`src/rtl/sccb_slave.sv`:
```
// SCCB camera-side responder: decodes ID / sub-address / data write cycles into a 256x8 register file.
// Optional SCCB_SLAVE_READ_EN adds the read-ID path (RDATA/RNA states).
module sccb_slave #(
  parameter logic [7:0] SLAVE_ID = 8'h42
) (
  input  logic       i_clk,
  input  logic       i_rst,
  input  logic       i_sioc,
  input  logic       i_siod,
  output logic       o_siod_oe,
  output logic       o_wr_valid,
  output logic [7:0] o_wr_addr,
  output logic [7:0] o_wr_data,
  output logic       o_busy,
  input  logic [7:0] i_rd_addr,
  output logic [7:0] o_rd_data
);

  typedef enum logic [3:0] {
    IDLE, ID, ID_ACK, SUB, SUB_ACK, DATA, DATA_ACK,
`ifdef SCCB_SLAVE_READ_EN
    RDATA, RNA,
`endif
    WAIT_STOP
  } state_e;

  state_e      state_q, state_d;
  logic [2:0]  sioc_q, siod_q;
  logic [3:0]  cnt_q, cnt_d;
  logic [7:0]  shift_q, shift_d;
  logic [7:0]  ptr_q, ptr_d;
  logic        oe_q, oe_d;
  logic        busy_q, busy_d;
  logic        wr_valid_q, wr_valid_d;
  logic [7:0]  wr_addr_q, wr_addr_d;
  logic [7:0]  wr_data_q, wr_data_d;
  logic [7:0]  rd_data_q;
  logic        we;
  logic [7:0]  regs [256];
  logic [7:0]  bit_in;
  logic        sioc_rise, sioc_fall, start_det, stop_det;
`ifdef SCCB_SLAVE_READ_EN
  logic        rd_q, rd_d;
  logic [7:0]  ptr_byte;
  assign ptr_byte = regs[ptr_q];
`endif

  // Index 1 is the synchronized pin value, index 2 its one-cycle-delayed copy.
  assign sioc_rise = sioc_q[1] & ~sioc_q[2];
  assign sioc_fall = ~sioc_q[1] & sioc_q[2];
  assign start_det = sioc_q[1] & siod_q[2] & ~siod_q[1];
  assign stop_det  = sioc_q[1] & ~siod_q[2] & siod_q[1];
  assign bit_in    = {shift_q[6:0], siod_q[1]};

  always_comb begin
    // NOTE: every combinational output gets a default first so no path infers a latch.
    state_d    = state_q;
    cnt_d      = cnt_q;
    shift_d    = shift_q;
    ptr_d      = ptr_q;
    oe_d       = oe_q;
    busy_d     = busy_q;
    wr_valid_d = 1'b0;
    wr_addr_d  = wr_addr_q;
    wr_data_d  = wr_data_q;
    we         = 1'b0;
`ifdef SCCB_SLAVE_READ_EN
    rd_d       = rd_q;
`endif
    if (stop_det) begin
      state_d = IDLE;
      oe_d    = 1'b0;
      busy_d  = 1'b0;
    end else if (start_det) begin
      state_d = ID;
      cnt_d   = 4'd0;
      oe_d    = 1'b0;
      busy_d  = 1'b1;
    end else begin
      unique case (state_q)
        ID, SUB, DATA: if (sioc_rise) begin
          shift_d = bit_in;
          cnt_d   = cnt_q + 4'd1;
          if (cnt_q == 4'd7) begin
            unique case (state_q)
              ID: begin
                if (bit_in == SLAVE_ID) begin
                  state_d = ID_ACK;
`ifdef SCCB_SLAVE_READ_EN
                  rd_d    = 1'b0;
                end else if (bit_in == (SLAVE_ID | 8'h01)) begin
                  state_d = ID_ACK;
                  rd_d    = 1'b1;
`endif
                end else begin
                  state_d = WAIT_STOP;
                  cnt_d   = 4'd0;
                end
              end
              SUB: begin
                ptr_d   = bit_in;
                state_d = SUB_ACK;
              end
              default: begin
                we         = 1'b1;
                wr_valid_d = 1'b1;
                wr_addr_d  = ptr_q;
                wr_data_d  = bit_in;
                state_d    = DATA_ACK;
              end
            endcase
          end
        end
        // Acknowledge: pull low on the first falling edge, release on the next one.
        ID_ACK, SUB_ACK, DATA_ACK: begin
          if (sioc_rise) cnt_d = cnt_q + 4'd1;
          if (sioc_fall) begin
            if (!oe_q) begin
              oe_d = 1'b1;
            end else begin
              oe_d  = 1'b0;
              cnt_d = 4'd0;
              unique case (state_q)
                SUB_ACK:  state_d = DATA;
                DATA_ACK: state_d = WAIT_STOP;
                default: begin
                  state_d = SUB;
`ifdef SCCB_SLAVE_READ_EN
                  if (rd_q) begin
                    state_d = RDATA;
                    shift_d = ptr_byte;
                    oe_d    = ~ptr_byte[7];
                  end
`endif
                end
              endcase
            end
          end
        end
`ifdef SCCB_SLAVE_READ_EN
        RDATA: begin
          if (sioc_rise) cnt_d = cnt_q + 4'd1;
          if (sioc_fall) begin
            if (cnt_q == 4'd8) begin
              oe_d    = 1'b0;
              cnt_d   = 4'd0;
              state_d = RNA;
            end else begin
              shift_d = {shift_q[6:0], 1'b0};
              oe_d    = ~shift_q[6];
            end
          end
        end
        RNA: if (sioc_rise) state_d = WAIT_STOP;
`endif
        WAIT_STOP: oe_d = 1'b0;
        default: ;
      endcase
    end
  end

  always_ff @(posedge i_clk) begin
    if (i_rst) begin
      // Idle bus level, so leaving reset never fakes a start or stop.
      sioc_q     <= 3'b111;
      siod_q     <= 3'b111;
      state_q    <= IDLE;
      cnt_q      <= 4'd0;
      shift_q    <= 8'd0;
      ptr_q      <= 8'd0;
      oe_q       <= 1'b0;
      busy_q     <= 1'b0;
      wr_valid_q <= 1'b0;
      wr_addr_q  <= 8'd0;
      wr_data_q  <= 8'd0;
      rd_data_q  <= 8'd0;
`ifdef SCCB_SLAVE_READ_EN
      rd_q       <= 1'b0;
`endif
    end else begin
      // NOTE: sequential state uses non-blocking assignments so every flop samples pre-edge values.
      sioc_q     <= {sioc_q[1:0], i_sioc};
      siod_q     <= {siod_q[1:0], i_siod};
      state_q    <= state_d;
      cnt_q      <= cnt_d;
      shift_q    <= shift_d;
      ptr_q      <= ptr_d;
      oe_q       <= oe_d;
      busy_q     <= busy_d;
      wr_valid_q <= wr_valid_d;
      wr_addr_q  <= wr_addr_d;
      wr_data_q  <= wr_data_d;
      rd_data_q  <= regs[i_rd_addr];
`ifdef SCCB_SLAVE_READ_EN
      rd_q       <= rd_d;
`endif
    end
  end

  // NOTE: the register file has no reset so it maps onto plain RAM and survives a bus reset.
  always_ff @(posedge i_clk) begin
    if (we && !i_rst) regs[ptr_q] <= bit_in;
  end

  assign o_siod_oe  = oe_q;
  assign o_wr_valid = wr_valid_q;
  assign o_wr_addr  = wr_addr_q;
  assign o_wr_data  = wr_data_q;
  assign o_busy     = busy_q;
  assign o_rd_data  = rd_data_q;

endmodule

```
`config.mk`:
```
export PLATFORM = sky130hd
export DESIGN_NAME = sccb_slave
export DESIGN_NICKNAME = d
export VERILOG_FILES = /design/src/rtl/sccb_slave.sv
export SDC_FILE = /design/constraint.sdc
export NUM_CORES = 2
export LEC_CHECK = 0
export CAP_MARGIN = 5
export CORE_ASPECT_RATIO = 1.1
export CORE_MARGIN = 10
export CORE_UTILIZATION = 26
export DETAILED_ROUTE_END_ITERATION = 10
export SYNTH_ARGS = -nofsm -noshare
export SYNTH_HDL_FRONTEND = slang
export SYNTH_SLANG_ARGS = --single-unit
```
`constraint.sdc`:
```
create_clock -name i_clk -period 6.5 [get_ports i_clk]
set_clock_uncertainty 0.2 [all_clocks]
set_input_delay 1.3 -clock i_clk [delete_from_list [all_inputs] [get_ports i_clk]]
set_output_delay 1.3 -clock i_clk [all_outputs]
set_load 0.005 [all_outputs]
```
==> results.json <==
{
  "status": "finished, final reports clean",
  "cp_top_family": "simple AND/OR/NAND/NOR gates",
  "synth_nets": 4220,
  "leakage_nw": 29.6,
  "worst_pin_slew_ps": 1210,
  "ys_seq_area_frac": 0.759,
  "async_flop_share": 0,
  "htree_levels": 4,
  "syn_avg_cell_area_um2": 19.6,
  "synth-main-ff-cell": "edfxtp_1",
  "die-area_um2": 340000,
  "synth.yosys.warnings": 0,
  "crit_path_start_kind": "flop",
  "antenna_left": 0,
  "root_buffer": "clkbuf_16",
  "syn_inst": 4207,
  "cpMaxStageDelayCell": "nor2_1",
  "post-route-drc-count": 0,
  "cp_num_buf_inv": 0,
  "synth_commonest_cells": "edfxtp_1 (2,048), nor2_1 (355), mux2i_1 (334)",
  "port_buffers": 38,
  "wire_per_inst_um": 26.0,
  "core_um2": 315000,
  "dp_hpwl_um": 142000,
  "yosys.area_share.simple": 0.0371,
  "gp_congestion": 0.874,
  "finalHoldWorstSlack_ps": 207,
  "path_max_fanout": 45,
  "cts_sinks": 2103,
  "netlist.area_leader.share": 0.745,
  "post_cts_buffers": 0,
  "grt_max_degree": 206,
  "maxSlewHeadroom": 0.187,
  "row_count": 216,
  "synth_top_family_by_area": "multiplexers",
  "fp.dieH_um": 611,
  "yosys.area_share.adder": 0.000152,
  "yosys-top-cells-area": "edfxtp_1 (75%), mux4_2 (8.1%), mux2i_1 (4.1%)",
  "start_util": 0.262,
  "drt-pass1-iter-count": 7,
  "cts_resized": 0,
  "layout-drive-gt1-share": 0.170,
  "finalNonFillerCells": 8646,
  "detail_route.wirelength_um": 225000,
  "grt_pass1_wl_um": 319000,
  "ir_worst_vdd_mv": 0.335,
  "antenna_found_initial": 8,
  "dp_cells": 8261,
  "die_w_um": 557,
  "synthXorXnorAreaFrac": 0.000106,
  "cts_tree": "done",
  "place_ws_ps": 1410,
  "via_count": 42363,
  "netlist_area_um2": 82500,
  "worstPathCellList": "xor2_1, a21oi_1, nand4_1, nor3b_2, nand3_1, nor2_1",
  "setup_viol": 0,
  "fmax_ghz": 0.210,
  "power.total_mw": 27.6,
  "synth_area_leader_cell": "edfxtp_1",
  "synth_compound_area_frac": 0.0371,
  "cts_buffer_depth": 3,
  "critPathCaptureType": "flop",
  "cts_hold_buf": 0,
  "worst_slack_ps": 1730,
  "numCtsBuffers": 203,
  "fin_crit_ps": 4770,
  "synth_seq_cells": 2103,
  "slew_viol_final": 0,
  "hold_viol": 0,
  "drt_iter0_drc": 4916,
  "fin_nets": 4337,
  "required_ps": 6770,
  "arrival_ps": 5040,
  "first_global_vias": 42186,
  "area_growth_pct": 14.0,
  "p_per_area_nw_per_um2": 293,
  "muxShareOfSynthArea": 0.144,
  "io_pins": 39,
  "yosysMostFrequentCell": "edfxtp_1",
  "dpl_cell_area_um2": 87400,
  "avgViaCountPerCell": 4.90,
  "synth-edff-count": 2048,
  "insertion_delay_ps": 850,
  "clk_pin_slew_ps": 60,
  "fin_crit_sh": 0.733,
  "ys_types": 70,
  "grt_use_total": 0.127,
  "maxCapViolCount": 0,
  "slowest_delay_ps": 930,
  "finish.instance_area_um2": 94100,
  "rsz0062_at_grt": "no",
  "setup_tns_ps": 0,
  "crit_type": "reg -> reg",
  "hp-class": "reg -> reg",
  "grt_overflow": 0,
  "utilization": 0.298
}
[flip-flops by register name (all words and copies together), names as in the netlist, 3 cells and up]
name	cells
o_rd_data	8
cnt_q	4
sioc_q	3
o_wr_data	8
o_wr_addr	8
regs	2048
siod_q	3
shift_q	7
ptr_q	8
state_q	3
[routing by layer]
| metal | GRT usage | share of wire | vias up |
|---|---|---|---|
| met1 | 0.168 | 0.40 | 22391 |
| met2 | 0.207 | 0.48 | 2056 |
| met3 | 0.0242 | 0.079 | 358 |
| li1 | - | - | 17558 |
| met4 | 0.0486 | 0.039 | 0 |
| met5 | 0 | 0 | - |
[worst reg2reg max path, delay by kind of cell (launching register included)]
family	cells	cell delay, ps
flip-flops	1	700
XOR/XNOR	1	230
AO/OA/AOI/OAI	1	330
AND/OR/NAND/NOR	4	2950
[cells by family (layout without fill, tap and decap cells)]
kind of cell | after synthesis | count (layout)
xor+xnor | 1 | 1
simple gates | 697 | 697
flops | 2103 | 2103
fa+ha+maj | 1 | 1
mux | 703 | 703
compound gates | 443 | 443
buf+inv | 259 | 555
other cells | 0 | 1
[cell type report]
cell class / count / area [um^2]
Antenna cell: 1 / 2.50
Clock buffer: 256 / 5320
Clock inverter: 128 / 1340
Fill cell: 30325 / 221000
Inverter: 6 / 25.0
Multi-Input combinational cell: 1845 / 18100
Sequential cell: 2103 / 62600
Tap cell: 4142 / 5180
Timing Repair Buffer: 165 / 1520
[final timing paths]
path	start	end	slack (ps)	cells after the start
setup / recovery	siod_q[1]$_SDFF_PP1_	regs[183][6]$_DFFE_PP_	1730	6
hold / removal	siod_q[0]$_SDFF_PP1_	siod_q[1]$_SDFF_PP1_	210	1
setup reg to reg	siod_q[1]$_SDFF_PP1_	regs[183][6]$_DFFE_PP_	1730	6
hold reg to reg	siod_q[0]$_SDFF_PP1_	siod_q[1]$_SDFF_PP1_	210	1
[power breakdown]
group	leakage (nW)	internal, mW	switching, mW	total (mW)
combinational	7.09	0.395	0.665	1.06
clock	3.21	6.60	5.19	11.8
sequential	19.3	14.7	0.0327	14.7
[placed cells by master (no fill, tap or decap), types with 32 or more instances in the layout]
cell type        instances
clkbuf_1                50
o221ai_1                77
clkinv_1                40
a21oi_1                 91
nor3_1                  47
buf_4                  115
o21ai_0                 41
mux4_2                 297
clkbuf_16              204
edfxtp_1              2048
nor2_1                 352
dfxtp_1                 47
clkdlybuf4s50_1         33
nand3_1                 32
o22ai_1                 88
mux4_1                  69
clkinv_2                39
nand2_1                150
a22oi_1                 48
mux2i_1                334
a211oi_1                36
Power figures use the tool's default switching activity.
